## config.mk

```make
export PLATFORM = sky130hd
export DESIGN_NAME = nios2_mult_arbiter
export DESIGN_NICKNAME = d
export VERILOG_FILES = /design/src/rtl/nios2_mult_arbiter.sv
export SDC_FILE = /design/constraint.sdc
export NUM_CORES = 1
export LEC_CHECK = 0
export CAP_MARGIN = 40
export CORE_MARGIN = 2
export CORE_UTILIZATION = 44
export CTS_CLUSTER_DIAMETER = 150
export DETAILED_ROUTE_END_ITERATION = 6
export HOLD_SLACK_MARGIN = 0.02
export PLACE_DENSITY = 0.93
export SETUP_SLACK_MARGIN = 0.05
export SLEW_MARGIN = 20
export SYNTH_ARGS = -nofsm -noshare
export SYNTH_HDL_FRONTEND = slang
export SYNTH_SLANG_ARGS = --single-unit
```

## constraint.sdc

```tcl
create_clock -name clk -period 9.65 [get_ports clk]
set_clock_uncertainty 0.1 [all_clocks]
set_input_delay 2.895 -clock clk [delete_from_list [all_inputs] [get_ports clk]]
set_output_delay 2.895 -clock clk [all_outputs]
set_load 0.005 [all_outputs]
```

## src/rtl/nios2_mult_arbiter.sv

```systemverilog
// Two-port arbiter and sequencer in front of a shared 32x32 multiplier cell.
// Define MULT_ARB_HIGH_EN to add four-pass high-word (product[63:32]) sequencing.
module nios2_mult_arbiter #(
    parameter bit FIXED_PRIO = 1'b0
) (
    input  logic        clk,
    input  logic        reset,
    input  logic        req0_valid,
    output logic        req0_ready,
    input  logic [31:0] req0_a,
    input  logic [31:0] req0_b,
    input  logic        req0_high,
    input  logic        req1_valid,
    output logic        req1_ready,
    input  logic [31:0] req1_a,
    input  logic [31:0] req1_b,
    input  logic        req1_high,
    output logic        rsp_valid,
    output logic        rsp_id,
    output logic [31:0] rsp_data,
    output logic [31:0] mul_src1,
    output logic [31:0] mul_src2,
    input  logic [31:0] mul_cell_result
);

    localparam logic [1:0] S_IDLE  = 2'd0;
    localparam logic [1:0] S_ISSUE = 2'd1;
    localparam logic [1:0] S_DRAIN = 2'd2;
    localparam logic [1:0] S_RESP  = 2'd3;

    logic [1:0]  r_state;
    logic [31:0] r_a;
    logic [31:0] r_b;
    logic        r_id;
    logic        r_lastGrant;
    logic        w_idle;
    logic        w_grant1;
    logic        w_accept;
    logic        w_lastPass;
    logic [31:0] w_selA;
    logic [31:0] w_selB;
    logic [31:0] w_result;

    assign w_idle = (r_state == S_IDLE);

    // r_lastGrant=1 means port 1 went last, so a tie goes to port 0 after reset.
    assign w_grant1   = req1_valid & (~req0_valid | (~FIXED_PRIO & ~r_lastGrant));
    assign req0_ready = w_idle & req0_valid & ~w_grant1;
    assign req1_ready = w_idle & w_grant1;
    assign w_accept   = req0_ready | req1_ready;
    assign w_selA     = w_grant1 ? req1_a : req0_a;
    assign w_selB     = w_grant1 ? req1_b : req0_b;
    assign rsp_valid  = (r_state == S_RESP);

`ifdef MULT_ARB_HIGH_EN
    logic        r_high;
    logic [1:0]  r_pass;
    logic [1:0]  r_capPass;
    logic [63:0] r_acc;
    logic        w_selHigh;
    logic [63:0] w_pp;
    logic [63:0] w_accNext;

    assign w_selHigh  = w_grant1 ? req1_high : req0_high;
    assign w_lastPass = ~r_high | (r_pass == 2'd3);
    assign w_accNext  = r_acc + w_pp;
    assign w_result   = r_high ? w_accNext[63:32] : mul_cell_result;

    // Partial product of the pass issued last cycle, placed at its weight.
    always_comb begin
        w_pp = {32'h0, mul_cell_result};
        case (r_capPass)
            2'd1, 2'd2: w_pp = {16'h0, mul_cell_result, 16'h0};
            2'd3:       w_pp = {mul_cell_result, 32'h0};
            default:    w_pp = {32'h0, mul_cell_result};
        endcase
    end

    always_comb begin
        mul_src1 = '0;
        mul_src2 = '0;
        if (r_state == S_ISSUE) begin
            if (r_high) begin
                mul_src1 = {16'h0, r_pass[1] ? r_a[31:16] : r_a[15:0]};
                mul_src2 = {16'h0, r_pass[0] ? r_b[31:16] : r_b[15:0]};
            end else begin
                mul_src1 = r_a;
                mul_src2 = r_b;
            end
        end
    end

    // Pass 0's product first appears while pass 1 is being issued; the final
    // pass is folded in during DRAIN through w_accNext.
    always_ff @(posedge clk or posedge reset) begin
        if (reset) begin
            r_high    <= 1'b0;
            r_pass    <= 2'd0;
            r_capPass <= 2'd0;
            r_acc     <= 64'h0;
        end else if (w_accept) begin
            r_high <= w_selHigh;
            r_pass <= 2'd0;
            r_acc  <= 64'h0;
        end else if (r_state == S_ISSUE) begin
            r_capPass <= r_pass;
            if (!w_lastPass) r_pass <= r_pass + 2'd1;
            if (r_pass != 2'd0) r_acc <= w_accNext;
        end
    end
`else
    logic w_unusedHigh;

    assign w_unusedHigh = req0_high ^ req1_high;
    assign w_lastPass   = 1'b1;
    assign w_result     = mul_cell_result;
    assign mul_src1     = (r_state == S_ISSUE) ? r_a : 32'h0;
    assign mul_src2     = (r_state == S_ISSUE) ? r_b : 32'h0;
`endif

    always_ff @(posedge clk or posedge reset) begin
        if (reset) begin
            r_state     <= S_IDLE;
            r_a         <= 32'h0;
            r_b         <= 32'h0;
            r_id        <= 1'b0;
            r_lastGrant <= 1'b1;
            rsp_id      <= 1'b0;
            rsp_data    <= 32'h0;
        end else begin
            case (r_state)
                S_IDLE: begin
                    if (w_accept) begin
                        r_a         <= w_selA;
                        r_b         <= w_selB;
                        r_id        <= w_grant1;
                        r_lastGrant <= w_grant1;
                        r_state     <= S_ISSUE;
                    end
                end
                S_ISSUE: begin
                    if (w_lastPass) r_state <= S_DRAIN;
                end
                S_DRAIN: begin
                    rsp_data <= w_result;
                    rsp_id   <= r_id;
                    r_state  <= S_RESP;
                end
                default: r_state <= S_IDLE;
            endcase
        end
    end

endmodule
```

==> results of run 1 <==
[cells by family (layout without fill, tap and decap cells)]
| kind of cell | after synthesis | count (layout) | synth area share (%) |
|---|---|---|---|
| simple gates | 79 | 79 | 8.797 |
| fa+ha+maj | 5 | 5 | 1.173 |
| buf+inv | 28 | 289 | 3.378 |
| flops | 101 | 101 | 47.41 |
| mux | 162 | 162 | 38.42 |
| compound gates | 6 | 6 | 0.8210 |
[cells in the mapped netlist]
library cell  instances  area [um2]
a21boi_2              1       11.26
nand2_1               7       26.28
dfstp_2               1       26.28
dfrtp_1             100        2502
nor3b_1               1       7.510
nand2b_1              1       6.260
mux2_4               60       900.9
mux2_1               52       585.6
a211oi_1              1       7.510
buf_2                 6       30.03
ha_1                  5       62.56
a21oi_1               2       10.01
nor3_1                2       10.01
clkbuf_1              8       30.03
and2_1               65       406.6
mux2_2               50       563.0
inv_1                 3       11.26
buf_6                 9       101.4
a21bo_1               1       10.01
nand3_1               1       5.000
o21ai_0               1       5.000
buf_1                 2       7.510
nor2_1                2       7.510
[critical path, delay by kind of cell]
kind	cells	cell delay, ns
AOI/OAI and AO/OA	1	0.35
buffers and inverters	2	1.04
and+or+nand+nor	1	0.18
[layout make-up]
cell class / count / area, um2 / share of cell area, %
Tap cell: 147 / 183.9 / 2.190
Multi-Input combinational cell: 252 / 2641 / 31.45
Timing Repair Buffer: 270 / 2738 / 32.60
Clock buffer: 10 / 229.0 / 2.726
Inverter: 3 / 13.76 / 0.1639
Sequential cell: 101 / 2529 / 30.11
Clock inverter: 6 / 63.81 / 0.7598
[per-stage QoR]
step / area [um2] / hold WS [ns]
after detailed placement: 8105 / 0.3730
after global placement: 8030 / 0.3687
after global routing: 8398 / 0.4082
after floorplan: 5334 / 0.3556
final: 8398 / 0.3835
after CTS: 8398 / 0.3883
[sequential cells by signal, indices dropped and copies added, names as in the netlist]
signal,flops
rsp_data,32
r_state,2
r_b,32
r_a,32
r_id,1
r_lastGrant,1
rsp_id,1
[power breakdown]
group	leakage [nW]	switching [mW]	internal (mW)
registers	1.20	0.113	0.643
clock network	0.138	0.155	0.201
logic	2.30	0.362	0.760
[path summary, 6_finish.rpt]
check                      startpoint            to  slack, ns  depth (start not counted)
max                        req1_valid    req1_ready       2.20                          4
min                           r_b[22]       r_b[22]       0.38                          1
max reg2reg                r_state[0]       r_b[20]       6.95                          6
min reg2reg                   r_b[22]       r_b[22]       0.38                          1
max in group asynchronous       reset   r_lastGrant       5.59                          4
min in group asynchronous       reset  rsp_data[15]       2.79                          2
[per-layer routing]
layer  global-route usage (%)  wire length (um)  vias to the layer above
li1                         -                 -                     1819
met1                    24.70              5225                     1874
met2                    35.44              6935                      154
met3                    5.294               971                       27
met4                    7.886               373                        0
met5                        0                 0                        -
==> run metrics, run 1 <==
status finished clean; VDD IR max 0.1438 mV; CTS max path bufs 2; setup tns final 0 ns; Fill cells 842; Tot GR Track Use 20.54%; first-pass GRT wire length 21090 um; max cap viols 0; fin cells 789; RePlAce Congestion 0.7168; area delta synth->final 57.45%; IO buf count 263; Worst Hold Class register to register; DR iter-0 viols 125; antenna violations before repair 0; IO Count 266; H-tree depth 3; CP required 6.66 ns; Core Box Area 11910 um2; layout cell share with drive strength beyond 1 21.34%; most frequent cells in the layout clkdlybuf4s50_1 (263), dfrtp_1 (100), and2_1 (65); Leakage Power 3.632 nW; Seq cells post-synth 101; Worst path slowest cell clkdlybuf4s50_1; Slew headroom 56.84%; vias per cell 4.910; fmax 134.2 MHz; Worst-path clk slew 0.07 ns; most common cell after layout, fill and taps aside clkdlybuf4s50_1; post-DR wirelength/cell 17.12 um; PostCTS Resize Cnt 0; CTS tree done; placed wire-length estimate 10160 um; P per Cell Area 266.0 nW/um2; Worst Setup Start Kind primary input; CP Max Fanout 7; total power 2.234 mW; crit end category output port; clk sinks 101; Starting Density 44.78%; DRT Wirelength 13510 um; Max Slew Vio Count 0; syn_area_per_cell 14.00 um2; count of final setup violators 0; RSZ-0062 raised after global routing false; First-pass DRT Iterations 4; Final ANT Viol Nets 0; Post-CTS Setup Inserts 0; crit-path cells clkdlybuf4s50_1, a21boi_4, and2_1, clkdlybuf4s50_1; Top cell by count, worst path clkdlybuf4s50_1; Syn Nets 552; Synth cell types 23; CTS buffer count 9; pre-CTS WS 2.204 ns; Placed Cells 773; Die Wd 114.1 um; Ant. Diodes 0; root buffer cell clkbuf_16; Final Util 70.50%; Die ar. 13020 um2; largest net degree at the start of global routing 42; worst setup margin 2.200 ns; Hold Buf Count CTS 0; fin nets 808; clock latency at the later pin of the worst-skew pair 0.33 ns; Critical Path Max Stage Delay 0.53 ns; Ys Warns 0; # rows 40; sequential element share of the synthesized area 47.41%; die height 114.1 um; final hold vios 0; post-layout min period 7.450 ns; drc violations 0; Final Cycle Share 77.21%; vias in the first global route 4169; Mapped Cells 381; routed vias 3874; Setup CP Type primary input to output port; grt ovf 0; worst-margin pin slew 0.6474 ns; synthesized cell area 5334 um2; Data arrival, critical path 4.46 ns
No activity file was read; power rests on OpenSTA's default activity.
==> run 2, diff against run 1 <==
- CORE_UTILIZATION: 44 -> 41
- PLACE_DENSITY: 0.93 -> 0.88
- clock period: 9.65 -> 7.5 ns (I/O delays scaled with it)
==> run 2 against run 1 <==
Effect of this change:
- routed wire length up 1.5%
- combinational power up 29%
- first-iteration DRC count up 29%
- sequential cell count unchanged
==> run metrics, run 2 (synthesized netlist as in run 1, its figures left out) <==
CTS buffer count 9 (unchanged); H-tree depth 3 (unchanged); Final ANT Viol Nets 0 (unchanged); worst-margin pin slew 0.6652 ns (+0.01783 ns); most frequent cells in the layout clkdlybuf4s50_1 (263), dfrtp_1 (100), and2_1 (65); die height 118.1 um (+3.5%); Tot GR Track Use 19.91% (-0.63 points); worst path buffer plus inverter count 3 (+1); max layer used met4; First-pass DRT Iterations 5 (+1); placed wire-length estimate 10350 um (+1.8%); area delta synth->final 58.03%; register area 2529 um2 (unchanged); Starting Density 42.10% (-2.7 points); clk sinks 101 (unchanged); root buffer cell clkbuf_16; VDD IR max 0.2124 mV (+48%); final instance area 8429 um2 (+0.37%); M1 WL 5309 um (+1.6%); # rows 41 (+2.5%); Critical Path Max Stage Delay 0.54 ns (about the same); largest net degree at the start of global routing 55 (+31%); Worst-path clk slew 0.07 ns (about the same); P per Cell Area 346.4 nW/um2 (+30%); post-DR wirelength/cell 16.85 um (-1.5%); RSZ-0062 raised after global routing false; Final Cycle Share 84.28%; Leakage Power 3.636 nW (+0.10%); layout cell share with drive strength beyond 1 21.37% (+0.033 points); post-layout min period 6.321 ns; vias per cell 4.784 (-2.6%); routed wl met3 880 um (-9.4%); Post-CTS Setup Inserts 0 (unchanged); Worst path slowest cell clkdlybuf4s50_1; count of final setup violators 0 (unchanged); CP required 5.15 ns (-1.51 ns); Slew headroom 55.65% (-1.2 points); Ant. Diodes 0 (unchanged); IO Count 266 (unchanged); max cap viols 0 (unchanged); area occupied by multi-input gates 2641 um2 (unchanged); Worst Hold Class register to register; CTS max path bufs 2 (unchanged); Die Wd 118.1 um (+3.5%); fmax 158.2 MHz; Placed Instance Area 8097 um2 (-0.11%); clock latency at the later pin of the worst-skew pair 0.35 ns (+0.02 ns); Die ar. 13940 um2 (+7.1%); IO buf count 263 (unchanged); antenna violations before repair 0 (unchanged); Max Slew Vio Count 0 (unchanged); Top cell by count, worst path clkdlybuf4s50_1; grt ovf 0 (unchanged); Hold Buf Count CTS 0 (unchanged); Fill cells 936 (+11%); first-pass GRT wire length 22060 um (+4.6%); CTS tree done; CP Max Fanout 31 (+24); met2 wire length 7136 um (+2.9%); DR iter-0 viols 161 (+29%); crit end category output port; routed vias 3889 (+0.39%); RePlAce Congestion 0.7743 (+8.0%); PostCTS Resize Cnt 0 (unchanged); Core Box Area 12670 um2 (+6.4%); crit-path cells clkdlybuf4s50_1, a21boi_4, buf_4, nor2_1, clkdlybuf4s50_1; Data arrival, critical path 3.97 ns (-0.49 ns); Worst Setup Start Kind primary input; setup tns final 0 ns (unchanged); Setup CP Type primary input to output port; biggest regs r_a x32, r_b x32, rsp_data x32; most common cell after layout, fill and taps aside clkdlybuf4s50_1; final hold vios 0 (unchanged); fin nets 807 (-0.12%); delay-heaviest family, CP buffers and inverters; vias in the first global route 4206 (+0.89%); status finished clean; drc violations 0 (unchanged); DRT Wirelength 13700 um (+1.5%)
-- run 2: changes by cell type in the layout (fill, tap and decap cells not counted) --
cell / delta
clkinv_4: +1
buf_4: +1
inv_6: +1
clkbuf_1: -1
buf_12: -1
clkbuf_8: +1
bufinv_16: +1
clkinv_2: -2
clkinvlp_4: -1
buf_16: -1
-- run 2: final timing paths --
path	endpoint	slack [ns]	startpoint	cells after the start
max in group asynchronous	r_a[20]	3.93	reset	3
worst max register to register	r_b[21]	4.79	r_state[0]	6
min in group asynchronous	rsp_data[2]	2.24	reset	2
worst min-delay path	r_b[22]	0.39	r_b[22]	1
worst max-delay path	req0_ready	1.18	req1_valid	5
worst min register to register	r_b[22]	0.39	r_b[22]	1
-- run 2: where the power goes --
group / internal, mW / total, mW / switching [mW]
Sequential: 0.827 / 0.970 / 0.143
Combinational: 0.975 / 1.44 / 0.464
Clock: 0.304 / 0.511 / 0.207
-- run 2: cell type report --
type	instances	share of cell area (%)
repair buffers	269	32.00
clock inverters	6	1.113
multi-input cells	252	31.33
flip-flops and latches	101	30.00
clock buffers	10	2.835
inverters	3	0.1633
well taps	172	2.553
-- run 2: through the flow --
step / util, % / hold slack, ns / power, mW / cells / worst slack (ns)
after CTS: 66.53 / 0.3927 / 2.959 / 813 / 1.171
after global routing: 66.53 / 0.3997 / 3.094 / 813 / 1.091
after detailed placement: 63.90 / 0.3770 / 2.427 / 797 / 1.178
final: 66.53 / 0.3893 / 2.920 / 813 / 1.179
after global placement: 63.68 / 0.3679 / 2.353 / 796 / 1.233
after floorplan: - / 0.3556 / 1.737 / 381 / 2.259
-- run 2: metal layers --
metal | up-vias | global-route usage, %
met4 | 0 | 8.434
met3 | 30 | 5.669
met1 | 1873 | 22.37
met5 | - | 0
li1 | 1827 | -
met2 | 159 | 35.15
